## config.mk

```make
export PLATFORM = sky130hd
export DESIGN_NAME = abc_vec_sched_flat
export DESIGN_NICKNAME = d
export VERILOG_FILES = /design/src/rtl/abc_vec_sched_if.sv /design/src/rtl/abc_vec_sched.sv /design/src/flat_wrapper.sv
export SDC_FILE = /design/constraint.sdc
export NUM_CORES = 1
export LEC_CHECK = 0
export BUFFER_PORTS_ARGS = -buffer_cell sky130_fd_sc_hd__buf_2
export CORE_MARGIN = 2
export CORE_UTILIZATION = 50
export CTS_CLUSTER_DIAMETER = 60
export CTS_CLUSTER_SIZE = 14
export DETAILED_ROUTE_END_ITERATION = 8
export PLACE_DENSITY = 0.78
export SLEW_MARGIN = 0
export SYNTH_ARGS = -nofsm -noshare
export SYNTH_HDL_FRONTEND = slang
export SYNTH_SLANG_ARGS = --single-unit
```

## constraint.sdc

```tcl
create_clock -name ck -period 14.4 [get_ports ck]
set_input_delay 1.44 -clock ck [delete_from_list [all_inputs] [get_ports ck]]
set_output_delay 1.44 -clock ck [all_outputs]
set_load 0.05 [all_outputs]
```

## src/rtl/abc_vec_sched_if.sv

```systemverilog
// Requester / consumer bundle for abc_vec_sched. The slave modport is the scheduler side,
// and the master modport is the requester/consumer side.
interface abc_vec_sched_if #(
    parameter int No1  = 6,
    parameter int NREQ = 4,
    parameter int W    = 32
);
    localparam int SW  = $clog2(NREQ > 1 ? NREQ : 2);
    localparam int LCW = $clog2(No1 + 1);

    logic [NREQ-1:0]         req_valid;
    logic [NREQ-1:0][W-1:0]  req_data;
    logic [NREQ-1:0]         req_ready;
    logic                    out_valid;
    logic                    out_ready;
    logic [No1-1:0][W-1:0]   out_abc;
    logic [No1-1:0][SW-1:0]  out_src;
    logic [LCW-1:0]          lane_cnt;

    modport master (
        output req_valid, req_data, out_ready,
        input  req_ready, out_valid, out_abc, out_src, lane_cnt
    );

    modport slave (
        input  req_valid, req_data, out_ready,
        output req_ready, out_valid, out_abc, out_src, lane_cnt
    );
endinterface

```

## src/rtl/abc_vec_sched.sv

```systemverilog
// Round-robin scheduler that packs words from NREQ requesters into an No1-lane abc vector.
// The optional early flush with zero padding is enabled by ABC_VEC_SCHED_FLUSH_EN.
module abc_vec_sched #(
    parameter int No1  = 6,
    parameter int NREQ = 4,
    parameter int W    = 32
) (
    input  logic ck,
    input  logic rst,
`ifdef ABC_VEC_SCHED_FLUSH_EN
    input  logic flush,
`endif
    abc_vec_sched_if.slave bus
);
    localparam int SW  = $clog2(NREQ > 1 ? NREQ : 2);
    localparam int LCW = $clog2(No1 + 1);

    localparam logic [0:0] FILL = 1'b0;
    localparam logic [0:0] SEND = 1'b1;

    logic [0:0]             state_reg, state_next;
    logic [LCW-1:0]         lane_cnt_reg, lane_cnt_next;
    logic [SW-1:0]          rr_reg, rr_next;
    logic [No1-1:0][W-1:0]  abc_reg;
    logic [No1-1:0][SW-1:0] src_reg;

    logic [NREQ-1:0] grant_oh;
    logic [SW-1:0]   grant_idx;
    logic            grant_any;
    logic [W-1:0]    grant_data;
    logic [SW:0]     cand_sum;
    logic [SW-1:0]   cand;
    logic            accept;
    logic            last_lane;
    logic            flush_fire;
    logic [No1-1:0]  wr_lane;
    logic [No1-1:0]  pad_lane;

    // Search upward from rr with an explicit wrap at NREQ. The grant is suppressed
    // outside FILL and while reset is held.
    always_comb begin
        grant_oh  = '0;
        grant_idx = '0;
        grant_any = 1'b0;
        cand_sum  = '0;
        cand      = '0;
        if (state_reg == FILL && !rst) begin
            for (int k = 0; k < NREQ; k++) begin
                cand_sum = {1'b0, rr_reg} + (SW+1)'(k);
                if (cand_sum >= (SW+1)'(NREQ)) begin
                    cand_sum = cand_sum - (SW+1)'(NREQ);
                end
                cand = cand_sum[SW-1:0];
                if (!grant_any && bus.req_valid[cand]) begin
                    grant_any = 1'b1;
                    grant_idx = cand;
                end
            end
            if (grant_any) begin
                grant_oh[grant_idx] = 1'b1;
            end
        end
    end

    assign grant_data = bus.req_data[grant_idx];
    assign accept     = grant_any;
    assign last_lane  = (lane_cnt_reg == LCW'(No1 - 1));

`ifdef ABC_VEC_SCHED_FLUSH_EN
    assign flush_fire = (state_reg == FILL) && flush && (accept || lane_cnt_reg != '0);
`else
    assign flush_fire = 1'b0;
`endif

    always_comb begin
        state_next    = state_reg;
        lane_cnt_next = lane_cnt_reg;
        rr_next       = rr_reg;
        case (state_reg)
            FILL: begin
                if (accept) begin
                    lane_cnt_next = lane_cnt_reg + 1'b1;
                    rr_next       = (grant_idx == SW'(NREQ - 1)) ? '0 : grant_idx + 1'b1;
                end
                if ((accept && last_lane) || flush_fire) begin
                    state_next = SEND;
                end
            end
            SEND: begin
                // There is no bypass: the handshake cycle never grants, so FILL restarts empty.
                if (bus.out_ready) begin
                    state_next    = FILL;
                    lane_cnt_next = '0;
                end
            end
            default: state_next = FILL;
        endcase
    end

    always_ff @(posedge ck or posedge rst) begin
        if (rst) begin
            state_reg    <= FILL;
            lane_cnt_reg <= '0;
            rr_reg       <= '0;
        end else begin
            state_reg    <= state_next;
            lane_cnt_reg <= lane_cnt_next;
            rr_reg       <= rr_next;
        end
    end

    // Each lane compares against its own constant index, so a full count never addresses a lane.
    genvar gi;
    generate
        for (gi = 0; gi < No1; gi++) begin : g_lane
            assign wr_lane[gi]  = accept && (lane_cnt_reg == LCW'(gi));
            assign pad_lane[gi] = flush_fire && (LCW'(gi) >= lane_cnt_next);

            always_ff @(posedge ck or posedge rst) begin
                if (rst) begin
                    abc_reg[gi] <= '0;
                    src_reg[gi] <= '0;
                end else if (wr_lane[gi]) begin
                    abc_reg[gi] <= grant_data;
                    src_reg[gi] <= grant_idx;
                end else if (pad_lane[gi]) begin
                    abc_reg[gi] <= '0;
                    src_reg[gi] <= '0;
                end
            end
        end
    endgenerate

    assign bus.req_ready = grant_oh;
    assign bus.out_valid = (state_reg == SEND);
    assign bus.out_abc   = abc_reg;
    assign bus.out_src   = src_reg;
    assign bus.lane_cnt  = lane_cnt_reg;
endmodule

```

## src/flat_wrapper.sv

```systemverilog
// flat-port wrapper written by rule: the top's interface ports become plain ports
module abc_vec_sched_flat 
#(
    parameter int No1  = 6,
    parameter int NREQ = 4,
    parameter int W    = 32
)
  (ck, rst, bus_req_valid, bus_req_data, bus_out_ready, bus_req_ready, bus_out_valid, bus_out_abc, bus_out_src, bus_lane_cnt);
  abc_vec_sched_if #(.No1(No1), .NREQ(NREQ), .W(W)) bus_i ();
  input  logic ck;
  input  logic rst;
  input wire logic [$bits(bus_i.req_valid)-1:0] bus_req_valid;
  input wire logic [$bits(bus_i.req_data)-1:0] bus_req_data;
  input wire logic [$bits(bus_i.out_ready)-1:0] bus_out_ready;
  output wire logic [$bits(bus_i.req_ready)-1:0] bus_req_ready;
  output wire logic [$bits(bus_i.out_valid)-1:0] bus_out_valid;
  output wire logic [$bits(bus_i.out_abc)-1:0] bus_out_abc;
  output wire logic [$bits(bus_i.out_src)-1:0] bus_out_src;
  output wire logic [$bits(bus_i.lane_cnt)-1:0] bus_lane_cnt;
  assign bus_i.req_valid = bus_req_valid;
  assign bus_i.req_data = bus_req_data;
  assign bus_i.out_ready = bus_out_ready;
  assign bus_req_ready = bus_i.req_ready;
  assign bus_out_valid = bus_i.out_valid;
  assign bus_out_abc = bus_i.out_abc;
  assign bus_out_src = bus_i.out_src;
  assign bus_lane_cnt = bus_i.lane_cnt;
  abc_vec_sched #(.No1(No1), .NREQ(NREQ), .W(W)) u_core (.ck(ck), .rst(rst), .bus(bus_i));
endmodule
```

==> flow_metrics.env <==
export IMPL_cts_sinks=210
export IMPL_power_frac_comb=0.577
export IMPL_min_path_cells=2
export IMPL_fmax_ghz=0.2013
export IMPL_r2r_setup_slack_ns=10.18
export IMPL_reg2reg_from="u_core.rr_reg[1]"
export IMPL_setup_tns_ns=0
export IMPL_place_ws_ns=9.068
export IMPL_ys_ff_latch=210
export IMPL_postCtsSetupBuffers=0
export IMPL_maxCapViolations=0
export IMPL_criticalPathCategory="in -> out"
export IMPL_root_buffer="clkbuf_16"
export IMPL_hold_class="reg -> reg"
export IMPL_p_int_mw=1.551
export IMPL_yosysUniqueCellTypes=31
export IMPL_synth_most_common_cell="nand2_1"
export IMPL_route_met2_wl_mm=15.46
export IMPL_largest_register_ffs=192
export IMPL_hold_ws_ns=0.4733
export IMPL_avgSynthCellArea_um2=10.67
export IMPL_synth_compound_area_frac=0.3107
export IMPL_final_core_util=0.6218
export IMPL_cts_tree="yes"
export IMPL_critPathCapture="bus_req_ready[3]"
export IMPL_startpoint="bus_req_valid[2]"
export IMPL_synth_top_cell_by_area="dfrtp_1"
export IMPL_route_detailed_drc=0
export IMPL_gp_congestion=0.8693
export IMPL_insertion_delay_ns=0.48
export IMPL_synth_ff_type="dfrtp_1"
export IMPL_dr_wl_met3_mm=2.760
export IMPL_top_layer="met5"
export IMPL_synthAdderAreaFrac=0.006184
export IMPL_clk_pin_slew_ns=0.06
export IMPL_dp_cells=1495
export IMPL_synthCells=948
export IMPL_multi_input_area_um2=4240
export IMPL_start_kind="input pin"
export IMPL_syn_area_um2=10120
export IMPL_dr_total_vias=8855
export IMPL_fin_crit_ns=4.969
export IMPL_status="completed"
export IMPL_synth_top_family_by_area="compound AO/OA/AOI/OAI gates"
export IMPL_drt_iter0_drc=591
export IMPL_finClkSkew_ns=0.01284
export IMPL_instances_no_fill=1526
export IMPL_rsz0062_at_grt="false"
export IMPL_ir_drop_uv=141.2
export IMPL_io_buffers=346
export IMPL_grt_pass1_wl_mm=49.89
export IMPL_worstMarginPinSlew_ns=1.141
export IMPL_power_density_nw_per_um2=281.1
export IMPL_num_fill_cells=1701
export IMPL_setup_slack_ns=9.432
export IMPL_synth_common_cells="nand2_1, dfrtp_1, o31ai_1"
export IMPL_wire_per_inst_um=20.83
export IMPL_clock_path_buffers=3
export IMPL_cts_resized=0
export IMPL_worstPathMaxFanout=66
export IMPL_seqPwrFrac=0.288
export IMPL_dpl_hpwl_mm=21.05
export IMPL_synth_nets=1088
export IMPL_dpl_cell_area_um2=11910
export IMPL_routed_wl_mm=31.79
export IMPL_drive_gt1_frac=0.3673
export IMPL_swShare=0.5572
export IMPL_relSlewSlack=0.2396
export IMPL_synth_top_area_share=0.5194
export IMPL_grt_overflow=0
export IMPL_synth_xor_area_frac=0.0008657
export IMPL_crit_arrival_ns=3.53
export IMPL_wl_met1_mm=12.50
export IMPL_ant_nets=0
export IMPL_setup_viol=0
export IMPL_cts_made_buffers=19
export IMPL_h_tree_depth=1
export IMPL_die_width_um=146.2
export IMPL_clkPwrFrac=0.135
export IMPL_final_nets=1386
export IMPL_synth_simple_area_share=0.09387
export IMPL_slew_violations=0
export IMPL_die_area_um2=21390
export IMPL_hold_violations=0
export IMPL_reg2reg_depth=7
export IMPL_via_per_inst=5.803
export IMPL_synth_edf_count=0
export IMPL_die_h_um=146.2
export IMPL_async_flop_share=1.000
export IMPL_ys_seq_area_frac=0.5194
export IMPL_synthTopCellsByArea="dfrtp_1, o31ai_1, a211oi_4"
export IMPL_rr_endpoint="u_core.bus.out_abc[63]"
export IMPL_critPathCaptureType="output port"
export IMPL_start_util=0.5049
export IMPL_regArea_um2=5255
export IMPL_cp_required_ns=12.96
export IMPL_finalCritPeriodShare=0.3450
export IMPL_synthMuxAreaShare=0.001484
export IMPL_rows=52
export IMPL_first_pass_iters=7
export IMPL_area_growth_pct=23.16
export IMPL_ys_warn_count=0
export IMPL_postCtsHoldBufs=0
export IMPL_grt_max_degree=134
export IMPL_track_usage=0.2942
export IMPL_design_core_area_um2=20040
export IMPL_io_pins=347
export IMPL_power_leakage_nw=6.140
export IMPL_p_sw_mw=1.952
export IMPL_antenna_found_initial=9
export IMPL_first_global_vias=8792
export IMPL_total_power_mw=3.502
export IMPL_stdcell_area_um2=12460
cells by family after synthesis:
kind of cell,after synthesis
DFF,210
and+or+nand+nor,240
AOI/OAI and AO/OA,342
adders and majority gates,5
xor gates and xnor gates,1
muxes,1
buffers and inverters,149
routing by layer:
| layer | vias up | track usage |
|---|---|---|
| met2 | 515 | 0.4809 |
| met4 | 2 | 0.1199 |
| met3 | 87 | 0.05813 |
| met1 | 4247 | 0.3886 |
| met5 | - | 0 |
| li1 | 4004 | - |
how the worst min path moves through the flow:
stage / start / end / slack [ns]
after CTS: u_core.bus.out_abc[10] / u_core.bus.out_abc[10] / 0.47
after global routing: u_core.bus.out_abc[10] / u_core.bus.out_abc[10] / 0.49
after floorplan: u_core.rr_reg[1] / u_core.rr_reg[1] / 0.54
after detailed placement: u_core.bus.out_abc[178] / u_core.bus.out_abc[178] / 0.46
after global placement: u_core.bus.out_abc[18] / u_core.bus.out_abc[18] / 0.45
final: u_core.bus.out_abc[178] / u_core.bus.out_abc[178] / 0.47
critical path, stage by stage:
cell      delay (ns)
buf_2           0.14
mux2_4          0.29
a211oi_4        0.22
buf_4           0.66
nand3_1         0.25
nor2_1          0.21
buf_2           0.30
power by group through the flow:
stage	logic, mW	clock network (mW)	registers, mW
4_1_cts	2.02	0.475	1.01
6_report	2.02	0.472	1.01
3_3_place_gp	1.99	0	1.01
3_5_place_dp	2.02	0	1.01
2_1_floorplan	0.641	0	1.90
5_1_grt	2.13	0.501	1.04
area by class of cell:
type / count / area share
tap: 270 / 0.02711
sequential: 210 / 0.4217
timing repair buffer: 356 / 0.1450
multi-input combinational: 589 / 0.3403
clock buffer: 20 / 0.03926
inverter: 70 / 0.02169
antenna: 9 / 0.001807
clock inverter: 2 / 0.003113
cell usage in the layout (no fill, tap or decap), drive strengths merged, types with 2 or more instances in the layout:
master	count
nand2	217
and3	3
nor2	5
o21ai	16
a21oi	2
ha	5
inv	71
dfrtp	210
a211oi	65
o31ai	192
nand3	8
buf	356
nand2b	2
a31oi	64
nor2b	2
diode	9
clkbuf	20
(Power assumes the default switching activity.)
